===== config.mk =====
export PLATFORM = sky130hd
export DESIGN_NAME = mem_port_arbiter_flat
export DESIGN_NICKNAME = d
export VERILOG_FILES = /design/src/rtl/mem_arb_pkg.sv /design/src/rtl/mem_port_arbiter_if.sv /design/src/rtl/mem_arb_grant.sv /design/src/rtl/mem_port_arbiter.sv /design/src/flat_wrapper.sv
export SDC_FILE = /design/constraint.sdc
export NUM_CORES = 1
export LEC_CHECK = 0
export CORE_MARGIN = 10
export CORE_UTILIZATION = 43
export CTS_BUF_LIST = sky130_fd_sc_hd__clkbuf_16
export DETAILED_ROUTE_END_ITERATION = 10
export PLACE_DENSITY = 0.9
export SLEW_MARGIN = 20
export SYNTH_ARGS = -nofsm -noshare
export SYNTH_HDL_FRONTEND = slang
export SYNTH_HIERARCHICAL = 1
export SYNTH_SLANG_ARGS = --single-unit

===== constraint.sdc =====
create_clock -name clk -period 1.8 [get_ports clk]
set_input_delay 0.18 -clock clk [delete_from_list [all_inputs] [get_ports clk]]
set_output_delay 0.18 -clock clk [all_outputs]
set_load 0.01 [all_outputs]

===== src/rtl/mem_arb_pkg.sv =====
// Shared types and constants for the instruction/data memory port arbiter.
package mem_arb_pkg;

  localparam int ADDR_W = 7;
  localparam int DATA_W = 32;

  typedef enum logic [2:0] {
    IDLE,
    SETUP,
    STROBE,
    CAPTURE,
    ACK
  } state_t;

  localparam logic PORT_FETCH = 1'b0;
  localparam logic PORT_DM    = 1'b1;

  function automatic logic is_masked(input logic port, input logic mask_valid,
                                     input logic mask_id);
    return mask_valid && (mask_id == port);
  endfunction

endpackage


===== src/rtl/mem_port_arbiter_if.sv =====
// Request/response and memory-side signals of the arbiter; master is the CPU
// side plus memory, slave is the arbiter.
interface mem_port_arbiter_if #(
  parameter int ADDR_W = mem_arb_pkg::ADDR_W,
  parameter int DATA_W = mem_arb_pkg::DATA_W
);

  logic              if_req;
  logic [ADDR_W-1:0] if_addr;
  logic              if_ack;
  logic [DATA_W-1:0] if_rdata;

  logic              dm_req;
  logic              dm_we;
  logic [ADDR_W-1:0] dm_addr;
  logic [DATA_W-1:0] dm_wdata;
  logic              dm_ack;
  logic [DATA_W-1:0] dm_rdata;

  logic [ADDR_W-1:0] mem_address;
  logic [DATA_W-1:0] mem_writeData;
  logic              mem_trigWrite;
  logic              mem_trigRead;
  logic [DATA_W-1:0] mem_readData;

  modport master (
    output if_req, if_addr, dm_req, dm_we, dm_addr, dm_wdata, mem_readData,
    input  if_ack, if_rdata, dm_ack, dm_rdata,
           mem_address, mem_writeData, mem_trigWrite, mem_trigRead
  );

  modport slave (
    input  if_req, if_addr, dm_req, dm_we, dm_addr, dm_wdata, mem_readData,
    output if_ack, if_rdata, dm_ack, dm_rdata,
           mem_address, mem_writeData, mem_trigWrite, mem_trigRead
  );

endinterface


===== src/rtl/mem_arb_grant.sv =====
// Combinational grant selection: dm wins a tie unless it was served last;
// the port acked in the previous cycle is excluded.
module mem_arb_grant (
  input  logic if_req,
  input  logic dm_req,
  input  logic mask_valid,
  input  logic mask_id,
  input  logic last_grant,
  output logic grant_valid,
  output logic grant_id
);
  import mem_arb_pkg::*;

  logic if_live;
  logic dm_live;

  always_comb begin
    // NOTE: every output gets a default first so no path can infer a latch.
    grant_valid = 1'b0;
    grant_id    = PORT_FETCH;
    if_live     = if_req && !is_masked(PORT_FETCH, mask_valid, mask_id);
    dm_live     = dm_req && !is_masked(PORT_DM, mask_valid, mask_id);

    if (if_live && dm_live) begin
      grant_valid = 1'b1;
      grant_id    = (last_grant == PORT_DM) ? PORT_FETCH : PORT_DM;
    end else if (dm_live) begin
      grant_valid = 1'b1;
      grant_id    = PORT_DM;
    end else if (if_live) begin
      grant_valid = 1'b1;
      grant_id    = PORT_FETCH;
    end
  end

endmodule


===== src/rtl/mem_port_arbiter.sv =====
// Shares one data memory between fetch and load/store ports, sequencing
// setup, a single-cycle read/write strobe, capture and a one-cycle ack.
module mem_port_arbiter #(
  parameter int ADDR_W = mem_arb_pkg::ADDR_W,
  parameter int DATA_W = mem_arb_pkg::DATA_W
) (
  input  logic              clk,
  input  logic              reset,
  mem_port_arbiter_if.slave bus,
  output logic              busy
);
  import mem_arb_pkg::*;

  state_t state;
  logic   grant_id;
  logic   we_q;
  logic   last_grant;
  logic   mask_valid;
  logic   mask_id;
  logic   grant_valid;
  logic   grant_next;

  mem_arb_grant u_grant (
    .if_req      (bus.if_req),
    .dm_req      (bus.dm_req),
    .mask_valid  (mask_valid),
    .mask_id     (mask_id),
    .last_grant  (last_grant),
    .grant_valid (grant_valid),
    .grant_id    (grant_next)
  );

  // mem_address / mem_writeData double as the latched request; they hold in IDLE.
  always_ff @(posedge clk) begin
    // NOTE: sequential state uses non-blocking assignments only.
    if (reset) begin
      // NOTE: the rdata holding registers are outputs, so they are reset too.
      state             <= IDLE;
      grant_id          <= PORT_FETCH;
      we_q              <= 1'b0;
      last_grant        <= PORT_FETCH;
      mask_valid        <= 1'b0;
      mask_id           <= PORT_FETCH;
      busy              <= 1'b0;
      bus.if_ack        <= 1'b0;
      bus.if_rdata      <= '0;
      bus.dm_ack        <= 1'b0;
      bus.dm_rdata      <= '0;
      bus.mem_address   <= '0;
      bus.mem_writeData <= '0;
      bus.mem_trigWrite <= 1'b0;
      bus.mem_trigRead  <= 1'b0;
    end else begin
      case (state)
        IDLE: begin
          mask_valid <= 1'b0;
          if (grant_valid) begin
            state    <= SETUP;
            busy     <= 1'b1;
            grant_id <= grant_next;
            we_q     <= (grant_next == PORT_DM) && bus.dm_we;
            if (grant_next == PORT_DM) begin
              bus.mem_address   <= bus.dm_addr;
              bus.mem_writeData <= bus.dm_wdata;
            end else begin
              bus.mem_address   <= bus.if_addr;
            end
          end
        end
        SETUP: begin
          state             <= STROBE;
          bus.mem_trigWrite <= we_q;
          bus.mem_trigRead  <= !we_q;
        end
        STROBE: begin
          state             <= CAPTURE;
          bus.mem_trigWrite <= 1'b0;
          bus.mem_trigRead  <= 1'b0;
        end
        CAPTURE: begin
          state <= ACK;
          if (grant_id == PORT_DM) begin
            bus.dm_ack <= 1'b1;
            if (!we_q) bus.dm_rdata <= bus.mem_readData;
          end else begin
            bus.if_ack   <= 1'b1;
            bus.if_rdata <= bus.mem_readData;
          end
        end
        ACK: begin
          state      <= IDLE;
          busy       <= 1'b0;
          bus.if_ack <= 1'b0;
          bus.dm_ack <= 1'b0;
          last_grant <= grant_id;
          mask_valid <= 1'b1;
          mask_id    <= grant_id;
        end
        default: begin
          state <= IDLE;
          busy  <= 1'b0;
        end
      endcase
    end
  end

  // The memory sees mutually exclusive, single-cycle strobes.
  a_strobe_excl : assert property (@(posedge clk) disable iff (reset)
    !(bus.mem_trigRead && bus.mem_trigWrite));
  a_read_pulse : assert property (@(posedge clk) disable iff (reset)
    bus.mem_trigRead |=> !bus.mem_trigRead);
  a_write_pulse : assert property (@(posedge clk) disable iff (reset)
    bus.mem_trigWrite |=> !bus.mem_trigWrite);

endmodule

===== src/flat_wrapper.sv =====
// flat-port wrapper written by rule: the top's interface ports become plain ports
module mem_port_arbiter_flat import mem_arb_pkg::*;
#(
  parameter int ADDR_W = mem_arb_pkg::ADDR_W,
  parameter int DATA_W = mem_arb_pkg::DATA_W
)
  (clk, reset, busy, bus_if_req, bus_if_addr, bus_dm_req, bus_dm_we, bus_dm_addr, bus_dm_wdata, bus_mem_readData, bus_if_ack, bus_if_rdata, bus_dm_ack, bus_dm_rdata, bus_mem_address, bus_mem_writeData, bus_mem_trigWrite, bus_mem_trigRead);
  mem_port_arbiter_if #(.ADDR_W(ADDR_W), .DATA_W(DATA_W)) bus_i ();
  input  logic clk;
  input  logic reset;
  output logic busy;
  input wire logic [$bits(bus_i.if_req)-1:0] bus_if_req;
  input wire logic [$bits(bus_i.if_addr)-1:0] bus_if_addr;
  input wire logic [$bits(bus_i.dm_req)-1:0] bus_dm_req;
  input wire logic [$bits(bus_i.dm_we)-1:0] bus_dm_we;
  input wire logic [$bits(bus_i.dm_addr)-1:0] bus_dm_addr;
  input wire logic [$bits(bus_i.dm_wdata)-1:0] bus_dm_wdata;
  input wire logic [$bits(bus_i.mem_readData)-1:0] bus_mem_readData;
  output wire logic [$bits(bus_i.if_ack)-1:0] bus_if_ack;
  output wire logic [$bits(bus_i.if_rdata)-1:0] bus_if_rdata;
  output wire logic [$bits(bus_i.dm_ack)-1:0] bus_dm_ack;
  output wire logic [$bits(bus_i.dm_rdata)-1:0] bus_dm_rdata;
  output wire logic [$bits(bus_i.mem_address)-1:0] bus_mem_address;
  output wire logic [$bits(bus_i.mem_writeData)-1:0] bus_mem_writeData;
  output wire logic [$bits(bus_i.mem_trigWrite)-1:0] bus_mem_trigWrite;
  output wire logic [$bits(bus_i.mem_trigRead)-1:0] bus_mem_trigRead;
  assign bus_i.if_req = bus_if_req;
  assign bus_i.if_addr = bus_if_addr;
  assign bus_i.dm_req = bus_dm_req;
  assign bus_i.dm_we = bus_dm_we;
  assign bus_i.dm_addr = bus_dm_addr;
  assign bus_i.dm_wdata = bus_dm_wdata;
  assign bus_i.mem_readData = bus_mem_readData;
  assign bus_if_ack = bus_i.if_ack;
  assign bus_if_rdata = bus_i.if_rdata;
  assign bus_dm_ack = bus_i.dm_ack;
  assign bus_dm_rdata = bus_i.dm_rdata;
  assign bus_mem_address = bus_i.mem_address;
  assign bus_mem_writeData = bus_i.mem_writeData;
  assign bus_mem_trigWrite = bus_i.mem_trigWrite;
  assign bus_mem_trigRead = bus_i.mem_trigRead;
  mem_port_arbiter #(.ADDR_W(ADDR_W), .DATA_W(DATA_W)) u_core (.clk(clk), .reset(reset), .bus(bus_i), .busy(busy));
endmodule

==> results.yml <==
setup_path:
  critPathRequiredTime_ns: 2.11
  worst-r2r-setup-slack_ns: 0.18
  worstPathArrival_ns: 1.93
  reg2reg_to: "u_core/bus.mem_address[0]$_SDFFE_PP0P_"
  cp_max_fo: 27
  r2r_start: "u_core/mask_id$_SDFFE_PP0P_"
  r2r_cells: 8
  critPathLaunch: "u_core/mask_id$_SDFFE_PP0P_"
  endpoint_kind: "flip-flop"
  worstSetupPathType: "flip-flop to flip-flop"
  cp-start-kind: "flip-flop"
floorplan:
  ios: 191
  die-height_um: 124.9
  die-area_mm2: 0.01560
  core_mm2: 0.01079
  die_x_um: 124.9
  start_util_pct: 43.84
  row_count: 38
global_route:
  grt_use_total_pct: 18.28
  grt_overflow: 0
  grt_pass1_vias: 4336
  grt_max_degree: 95
  antenna_found_initial: 0
  grt_first_pass_wirelength_um: 23210
logic_synthesis:
  ys_ff_latch: 115
  netlist_instances: 522
  syn_avg_cell_area_um2: 9.065
  ys_types: 30
  synth_warnings: 6
  synthesis.area_mm2: 0.004732
  syn-num-nets: 605
  yosys.area.top_type: "dfxtp_1"
  synth_area_leaders: "dfxtp_1, nand2b_1, mux2i_1"
  synth_top_area_share_pct: 48.65
  synth_seq_area_share_pct: 48.65
clock_tree:
  clk_latency_ns: 0.41
  path_clk_slew_ns: 0.06
  cts.sinks: 115
  clock_path_buffers: 2
  numCtsBuffers: 17
  ctsHoldBuffers: 0
  postCtsSetupBuffers: 0
  cts_root_buffer: "clkbuf_16"
  cts_tree: "done"
  h-tree-depth: 4
  cts_resized: 0
layout:
  final_util_pct: 68.93
  drive_gt1_share_pct: 7.832
  fillCellCount: 779
  fin_area_mm2: 0.007440
  fin_nets: 785
  n_antenna_cell: 0
  multi_input_area_mm2: 0.002261
  areaGrowthSynthToFinish_pct: 57.22
  regArea_mm2: 0.002303
worst_hold_path:
  hold_depth: 3
  hold_end: "u_core/bus.if_rdata[21]$_SDFFE_PP0P_"
  hp-start: "reset"
  hp-class: "input pin to flip-flop"
drt:
  initialDrtViolationCount: 326
  drc: 0
  viasPerCell: 5.106
  wl_per_cell_um: 17.16
  first_pass_iters: 5
  wirelength_um: 14670
  vias: 4366
  ant_nets: 0
sta:
  finalCritPeriodShare_pct: 90.12
  finalHoldViolations: 0
  worstMarginPinSlew_ns: 0.4424
  setup-violations-final: 0
  min_period_ns: 1.622
  rsz0062_at_grt: "no"
  slew_headroom_pct: 70.46
  clock_skew_ns: 0.006837
  max_freq_mhz: 616.5
  finalSetupTns_ns: 0
  slew_violations: 0
placed_design:
  gp_congestion: 0.8393
  dp_hpwl_um: 10890
  io_buffers: 190
  place_area_mm2: 0.006874
status:
  run_status: "finished clean"
power_and_ir_drop:
  vdd_drop_max_mv: 0.6231
  power.total_mw: 6.951
  power_density_mw_per_mm2: 934.3
  p_leak_nw: 2.609
run:
  maxCapViolCount: 0
## cell usage after synthesis, drive strengths merged
library cell  instances
inv                   1
nor2                 15
nand3b                1
nand2b               99
a21oi                37
and2                  1
buf                  15
nand4b               32
nor3b                 1
nor4bb                1
nor4                  1
nand2                68
a211oi                7
a31oi                 3
nor4b                 2
o211a                 1
o32ai                 1
nand3                 4
nor3                  2
o21ai                37
dfxtp               115
xnor2                 1
or4b                  1
nand4bb               1
clkbuf               33
and3b                 1
mux2i                41
## cell usage in the layout, fill, tap and decap left out, types with 2 or more instances in the layout
cell type	n
clkbuf_16	17
nand3_1	4
nor4b_4	2
buf_4	11
a211oi_1	5
o21ai_1	32
a211oi_2	2
clkdlybuf4s50_1	189
nor3_1	2
bufinv_16	2
dfxtp_1	114
buf_12	8
nand2_1	68
o21ai_0	5
nand4b_1	32
a21oi_1	37
clkinv_2	10
nand2b_1	99
inv_1	3
a31oi_1	3
nor2_1	15
mux2i_1	41
## critical path, stage by stage, from the launching register on
cell      delay [ns]
dfxtp_2         0.34
nand2b_1        0.11
a21oi_1         0.06
nor2_1          0.14
nor4b_4         0.26
buf_6           0.17
buf_12          0.17
nor2_1          0.05
a211oi_1        0.22
## how the worst max path moves through the flow
stage	to	slack (ns)	depth (start not counted)
6_report	u_core/bus.mem_address[0]$_SDFFE_PP0P_	0.18	8
5_1_grt	u_core/bus.mem_address[0]$_SDFFE_PP0P_	0.04	8
4_1_cts	u_core/bus.mem_address[6]$_SDFFE_PP0P_	0.1	8
3_5_place_dp	u_core/bus.mem_address[6]$_SDFFE_PP0P_	-0.11	8
3_3_place_gp	u_core/bus.mem_address[3]$_SDFFE_PP0P_	0.02	8
2_1_floorplan	u_core/bus.mem_writeData[10]$_SDFFE_PP0P_	0.26	7
## final cells by class
| type | instances | share of cell area, % |
|---|---|---|
| Clock inverter | 15 | 1.682 |
| Sequential cell | 115 | 30.96 |
| Clock buffer | 17 | 5.718 |
| Inverter | 1 | 0.05045 |
| Timing Repair Buffer | 209 | 28.84 |
| Multi-Input combinational cell | 358 | 30.39 |
| Tap cell | 140 | 2.355 |
## report_power, final
group	total (mW)	internal, mW	switching (mW)	leakage (nW)
logic	1.08	0.606	0.476	1.39
clock network	3.11	1.99	1.12	0.288
registers	2.76	2.68	0.0781	0.934
total	6.95	5.28	1.67	2.61
## through the flow
step | setup WS (ns) | hold WS [ns] | std cells
6_report | 0.1778 | 0.2786 | 855
5_1_grt | 0.03717 | 0.2876 | 855
4_1_cts | 0.09524 | 0.2587 | 855
3_5_place_dp | -0.1095 | 0.4485 | 823
3_3_place_gp | 0.01897 | 0.4421 | 823
2_1_floorplan | 0.2632 | 0.3160 | 522
## routing by layer
layer / GRT usage, % / wire (µm) / vias to the layer above
met5: 0 / 0 / -
met4: 6.775 / 253 / 0
met3: 7.830 / 1315 / 19
met2: 30.37 / 7096 / 170
met1: 20.45 / 6008 / 2050
li1: - / - / 2127
## kinds of logic after synthesis
| kind of cell | Yosys count | share of synthesized area, % |
|---|---|---|
| AO/OA/AOI/OAI | 86 | 9.730 |
| XOR/XNOR | 1 | 0.1851 |
| buffers and inverters | 49 | 4.468 |
| flip-flops | 115 | 48.65 |
| multiplexers | 41 | 8.673 |
| AND/OR/NAND/NOR | 230 | 28.29 |
## flip-flops by register name, summed over array words and instances, names as in the netlist
| signal | count |
|---|---|
| u_core/bus.dm_ack | 1 |
| u_core/bus.dm_rdata | 32 |
| u_core/bus.if_ack | 1 |
| u_core/bus.if_rdata | 32 |
| u_core/bus.mem_address | 7 |
| u_core/bus.mem_trigRead | 1 |
| u_core/bus.mem_trigWrite | 1 |
| u_core/bus.mem_writeData | 32 |
| u_core/busy | 1 |
| u_core/grant_id | 1 |
| u_core/mask_id | 1 |
| u_core/mask_valid | 1 |
| u_core/state | 3 |
| u_core/we_q | 1 |
Note: power is estimated with default switching activity, not from simulation.
